--- config.mk ---
export PLATFORM = sky130hd
export DESIGN_NAME = product_accumulator
export DESIGN_NICKNAME = d
export VERILOG_FILES = /design/src/rtl/amt_mac_pkg.sv /design/src/rtl/product_accumulator_sat_adder.sv /design/src/rtl/product_accumulator.sv
export SDC_FILE = /design/constraint.sdc
export NUM_CORES = 1
export LEC_CHECK = 0
export ABC_CLOCK_PERIOD_IN_PS = 4200
export CAP_MARGIN = 20
export CORE_ASPECT_RATIO = 1.1
export CORE_MARGIN = 8
export CORE_UTILIZATION = 29
export CTS_CLUSTER_SIZE = 12
export DETAILED_ROUTE_END_ITERATION = 8
export PLACE_DENSITY = 0.44
export SKIP_LAST_GASP = 1
export SLEW_MARGIN = 25
export SYNTH_ARGS = -nofsm -noshare
export SYNTH_HDL_FRONTEND = slang
export SYNTH_SLANG_ARGS = --single-unit
export TNS_END_PERCENT = 30
--- constraint.sdc ---
create_clock -name clk -period 4.2 [get_ports clk]
set_clock_uncertainty 0.1 [all_clocks]
set_input_delay 1.26 -clock clk [delete_from_list [all_inputs] [get_ports clk]]
set_output_delay 1.26 -clock clk [all_outputs]
set_load 0.02 [all_outputs]
--- src/rtl/amt_mac_pkg.sv ---
`default_nettype none
// +----------------------------------------------------------------------+
// | amt_mac_pkg : shared state encoding and default sizes for the MAC    |
// | Revision    : 1.0                                                    |
// +----------------------------------------------------------------------+
package amt_mac_pkg;

  localparam int DEF_PROD_W = 8;
  localparam int DEF_ACC_W  = 16;
  localparam int DEF_LEN    = 4;

  typedef enum logic [1:0] {
    IDLE  = 2'd0,
    ACCUM = 2'd1,
    DONE  = 2'd2
  } state_t;

endpackage : amt_mac_pkg
`default_nettype wire

--- src/rtl/product_accumulator_sat_adder.sv ---
`default_nettype none
// +----------------------------------------------------------------------+
// | sat_adder : unsigned ACC_W-bit adder clamping to all-ones on carry   |
// | Revision  : 1.0                                                      |
// +----------------------------------------------------------------------+
module sat_adder #(
  parameter int ACC_W = 16
) (
  input  logic [ACC_W-1:0] a,
  input  logic [ACC_W-1:0] b,
  output logic [ACC_W-1:0] sum,
  output logic             ovf
);

  logic [ACC_W:0] full_sum;

  assign full_sum = {1'b0, a} + {1'b0, b};
  assign ovf      = full_sum[ACC_W];
  assign sum      = ovf ? {ACC_W{1'b1}} : full_sum[ACC_W-1:0];

endmodule : sat_adder
`default_nettype wire

--- src/rtl/product_accumulator.sv ---
`default_nettype none
// +----------------------------------------------------------------------+
// | product_accumulator : saturating dot-product of LEN products,        |
// |                       result presented on a valid/ready port         |
// | Revision            : 1.0                                            |
// +----------------------------------------------------------------------+
module product_accumulator
  import amt_mac_pkg::*;
#(
  parameter int PROD_W = DEF_PROD_W,
  parameter int ACC_W  = DEF_ACC_W,
  parameter int LEN    = DEF_LEN
) (
  input  logic              clk,
  input  logic              rst_n,
  input  logic              clr,
  input  logic              in_valid,
  output logic              in_ready,
  input  logic [PROD_W-1:0] in_prod,
  output logic              out_valid,
  input  logic              out_ready,
  output logic [ACC_W-1:0]  out_sum,
  output logic              out_sat
);

  localparam int               CNT_W    = (LEN > 1) ? $clog2(LEN) : 1;
  localparam logic [CNT_W-1:0] LAST_CNT = CNT_W'(LEN - 1);

  state_t           state;
  state_t           state_next;
  logic [ACC_W-1:0] acc;
  logic [ACC_W-1:0] acc_sum;
  logic [ACC_W-1:0] prod_ext;
  logic [CNT_W-1:0] cnt;
  logic             sat_flag;
  logic             acc_ovf;
  logic             take;
  logic             last;
  logic             drain;

  assign prod_ext = ACC_W'(in_prod);

  sat_adder #(
    .ACC_W (ACC_W)
  ) u_sat_adder (
    .a   (acc),
    .b   (prod_ext),
    .sum (acc_sum),
    .ovf (acc_ovf)
  );

  // in_ready depends only on the state register, never on in_valid
  assign in_ready = (state != DONE);
  assign take     = in_valid && in_ready;
  assign last     = (cnt == LAST_CNT);
  assign drain    = out_valid && out_ready;

  always_comb begin
    state_next = state;
    case (state)
      IDLE, ACCUM: if (take)  state_next = last ? DONE : ACCUM;
      DONE:        if (drain) state_next = IDLE;
      default:                state_next = IDLE;
    endcase
    if (clr) state_next = IDLE;
  end

  always_ff @(posedge clk) begin
    if (!rst_n) begin
      state     <= IDLE;
      acc       <= '0;
      cnt       <= '0;
      sat_flag  <= 1'b0;
      out_valid <= 1'b0;
      out_sum   <= '0;
      out_sat   <= 1'b0;
    end else begin
      state <= state_next;
      if (clr) begin
        // out_sum deliberately kept; it is meaningless while out_valid is low
        acc       <= '0;
        cnt       <= '0;
        sat_flag  <= 1'b0;
        out_valid <= 1'b0;
      end else if (take) begin
        acc      <= acc_sum;
        sat_flag <= sat_flag | acc_ovf;
        if (last) begin
          cnt       <= '0;
          out_sum   <= acc_sum;
          out_sat   <= sat_flag | acc_ovf;
          out_valid <= 1'b1;
        end else begin
          cnt <= cnt + CNT_W'(1);
        end
      end else if (drain) begin
        acc       <= '0;
        sat_flag  <= 1'b0;
        out_valid <= 1'b0;
      end
    end
  end

endmodule : product_accumulator
`default_nettype wire

==> flow_metrics.py <==
metrics = {
    "synth": {
        "synth_cells": 245,
        "synth_cell_types": 43,
        "syn_nets": 268,
        "synth-seq-cells": 39,
        "yosys_warnings": 0,
        "synth.avg_cell_area_um2": 8.29,
        "ys_seq_area_share_pct": 38.4,
        "syn_area_um2": 2030,
    },
    "detailed_routing": {
        "vias": 1906,
        "ant_nets": 0,
        "routed_wl_mm": 5.84,
        "dr.pass1.iters": 4,
        "drtIter0Drc": 110,
        "drc": 0,
        "viasPerCell": 5.28,
        "routedWlPerCell_um": 16.2,
    },
    "cts": {
        "tritoncts": "built",
        "cts_max_level": 2,
        "clockBufferDepth": 2,
        "cts_sinks": 39,
        "ctsResizeCount": 0,
        "path_clk_slew_ps": 80,
        "root_buffer": "clkbuf_8",
        "cts_setup_buffers": 0,
        "cts_made_buffers": 5,
        "clock_latency_ps": 290,
        "hold_buffers": 0,
    },
    "pwr": {
        "ir_drop_mv": 0.125,
        "power_mw": 0.847,
        "leakage_nw": 0.945,
        "power_density_nw_per_um2": 328,
    },
    "min_path": {
        "hold_depth": 1,
        "min_to": "state[0]",
        "hp-class": "flip-flop to flip-flop",
        "min-delay-start": "state[1]",
    },
    "setup_path": {
        "worstReg2RegEnd": "out_sum[9]",
        "cp_data_required_time_ps": 4280,
        "cp_max_fo": 9,
        "r2r_cells": 8,
        "reg2reg_slack_ps": 1520,
        "crit_path_start_kind": "input pin",
        "rr_startpoint": "acc[0]",
        "worstSetupPathType": "input pin to flip-flop",
        "crit_path_end_kind": "flip-flop",
        "cp.arrival_ps": 3850,
    },
    "floorplanning": {
        "die_w_um": 95.8,
        "pin_count": 32,
        "start_util_pct": 29.5,
        "fp-row-count": 32,
        "die_h_um": 104,
        "dieArea_um2": 9940,
        "core_region_area_um2": 6890,
    },
    "global_route": {
        "grt_overflow": 0,
        "grt_use_total_pct": 12.2,
        "antenna_found_initial": 0,
        "met2_usage_pct": 17.3,
        "grt_pass1_wl_mm": 9.59,
        "busiest_layer": "met2",
        "grtUsageMet1_pct": 17.3,
        "grt_pass1_vias": 1822,
        "grt_max_degree": 27,
        "use_met3_pct": 3.25,
    },
    "cells_and_area": {
        "fillers": 743,
        "area_growth_syn_to_layout_pct": 27.0,
        "antenna_cells": 0,
        "multi_input_area_um2": 1190,
        "regArea_um2": 781,
        "fin_cells": 361,
        "post_route_cells_drive_above_1_share_pct": 7.25,
        "final_nets": 298,
    },
    "run_status": {
        "outcome": "completed",
    },
    "placed_design": {
        "place_inst": 353,
        "dp_hpwl_mm": 4.20,
        "place_congestion": 0.793,
        "numPortBuffers": 31,
    },
    "sta": {
        "hold_ws_ps": 358,
        "final-hold-violation-count": 0,
        "fin_tns_setup_ps": 0,
        "post-route-period-util_pct": 89.8,
        "slew_violations": 0,
        "fmax_mhz": 265,
        "worstMarginPinSlew_ps": 558,
        "period_minus_slack_ps": 3770,
        "slew_headroom_pct": 62.7,
        "setup_violations": 0,
        "rsz0062_at_grt": "no",
    },
    "job": {
        "max-cap-violations": 0,
    },
}
==> registers in the layout, summed over array words and instances, names as in the netlist <==
signal	cells
acc	16
out_sum	16
cnt	2
state	2
out_sat	1
out_valid	1
sat_flag	1
==> worst max-delay path by stage <==
| stage | from | to | slack [ps] | depth (start not counted) |
|---|---|---|---|---|
| 6_report | in_prod[0] | out_sum[9] | 430 | 9 |
| 5_1_grt | in_prod[0] | out_sum[13] | 210 | 9 |
| 4_1_cts | in_prod[0] | out_sum[9] | 420 | 9 |
| 3_5_place_dp | in_prod[0] | out_sum[10] | 120 | 9 |
| 3_3_place_gp | in_prod[0] | out_sum[8] | 170 | 9 |
| 2_1_floorplan | in_prod[0] | out_sum[15] | 750 | 8 |
==> Yosys cell counts <==
master     number  area, um^2
a211oi_2        1        12.5
a211oi_1        3        22.5
o211ai_1        2        15.0
nor3_1          6        30.0
xor2_1          3        26.3
dfxtp_1        39         781
a22oi_1         1        7.51
and2_4          1        8.76
a221o_1         1        10.0
nor3b_1         1        7.51
a311oi_1        6        52.6
nor2_2          1        6.26
buf_1           1        3.75
and3_1          6        37.5
a21oi_1        31         155
clkbuf_1       12        45.0
nor2_1         19        71.3
and4_1          2        17.5
fa_1            1        20.0
o21ai_1         3        15.0
a31o_2          1        8.76
ha_1            9         113
o21bai_1        2        15.0
nand3_1        10        50.1
o41ai_2         1        16.3
a221oi_1        1        8.76
and2_1          2        12.5
inv_1           2        7.51
a32o_1          2        20.0
o22ai_1         1        6.26
nand2_1        13        48.8
nand2b_1        2        12.5
xnor2_1         8        70.1
o32ai_1         1        8.76
buf_2           2        10.0
o21ai_0        29         145
o21a_1          3        22.5
nand4_1         2        12.5
nand3b_1        1        7.51
a21o_1          5        37.5
nor2b_1         2        12.5
a2111oi_0       1        8.76
a31oi_1         5        31.3
==> routing by layer <==
metal | up-vias | part of all wire, %
met3 | 9 | 6.3
met1 | 876 | 50
met2 | 55 | 42
li1 | 966 | -
met5 | - | 0
met4 | 0 | 1.7
==> critical path, stage by stage <==
cell	delay, ps
clkdlybuf4s50_1	410
ha_1	240
fa_1	440
a211oi_2	270
nor2_1	100
a221o_1	460
and3_1	330
nor2_2	240
a21oi_1	100
==> cells by family after synthesis <==
logic type	count (synthesis)	share of synthesized area, %
AO/OA/AOI/OAI	100	30.5
AND/OR/NAND/NOR	68	16.5
flip-flops	39	38.4
buffers and inverters	17	3.27
XOR/XNOR	11	4.74
adder cells (fa/ha/maj)	10	6.53
==> report_power, final <==
| group | total (mW) | leakage, nW | switching [mW] | internal [mW] |
|---|---|---|---|---|
| registers | 0.377 | 0.315 | 0.00318 | 0.374 |
| clock network | 0.377 | 0.0654 | 0.140 | 0.238 |
| logic | 0.0920 | 0.564 | 0.0525 | 0.0395 |
| total | 0.847 | 0.945 | 0.195 | 0.651 |
==> stage by stage <==
stage	utilization, %	area (um^2)	worst slack (ps)
finish	37.4	2580	430
global route	37.4	2580	213
floorplan	-	2030	749
CTS	37.4	2580	418
global placement	35.5	2450	170
detailed placement	35.5	2450	117
==> final cells by class <==
| class | count | share of cell area (%) |
|---|---|---|
| Clock buffer | 6 | 2.81 |
| Clock inverter | 2 | 2.33 |
| Inverter | 2 | 0.291 |
| Multi-Input combinational cell | 189 | 46.1 |
| Sequential cell | 39 | 30.3 |
| Tap cell | 85 | 4.12 |
| Timing Repair Buffer | 38 | 14.1 |
==> placed cells by master, fill, tap and decap left out, types with 2 or more instances in the layout <==
cell type | Yosys | final
o21ai_0 | 29 | 29
o211ai_1 | 2 | 2
o21a_1 | 3 | 3
xnor2_1 | 8 | 8
ha_1 | 9 | 9
bufinv_16 | 0 | 2
a311oi_1 | 6 | 6
nand2b_1 | 2 | 2
a31oi_1 | 5 | 5
clkdlybuf4s50_1 | 0 | 31
dfxtp_1 | 39 | 39
a32o_1 | 2 | 2
and3_1 | 6 | 6
xor2_1 | 3 | 3
nor3_1 | 6 | 6
nor2_1 | 19 | 19
inv_1 | 2 | 2
buf_4 | 0 | 7
o21ai_1 | 3 | 3
o21bai_1 | 2 | 2
a211oi_1 | 3 | 3
nand2_1 | 13 | 13
a21o_1 | 5 | 5
clkbuf_8 | 0 | 5
a21oi_1 | 31 | 31
nand4_1 | 2 | 2
nor2b_1 | 2 | 2
nand3_1 | 10 | 10
and4_1 | 2 | 2
and2_1 | 2 | 2
Note: power is estimated with default switching activity, not from simulation.
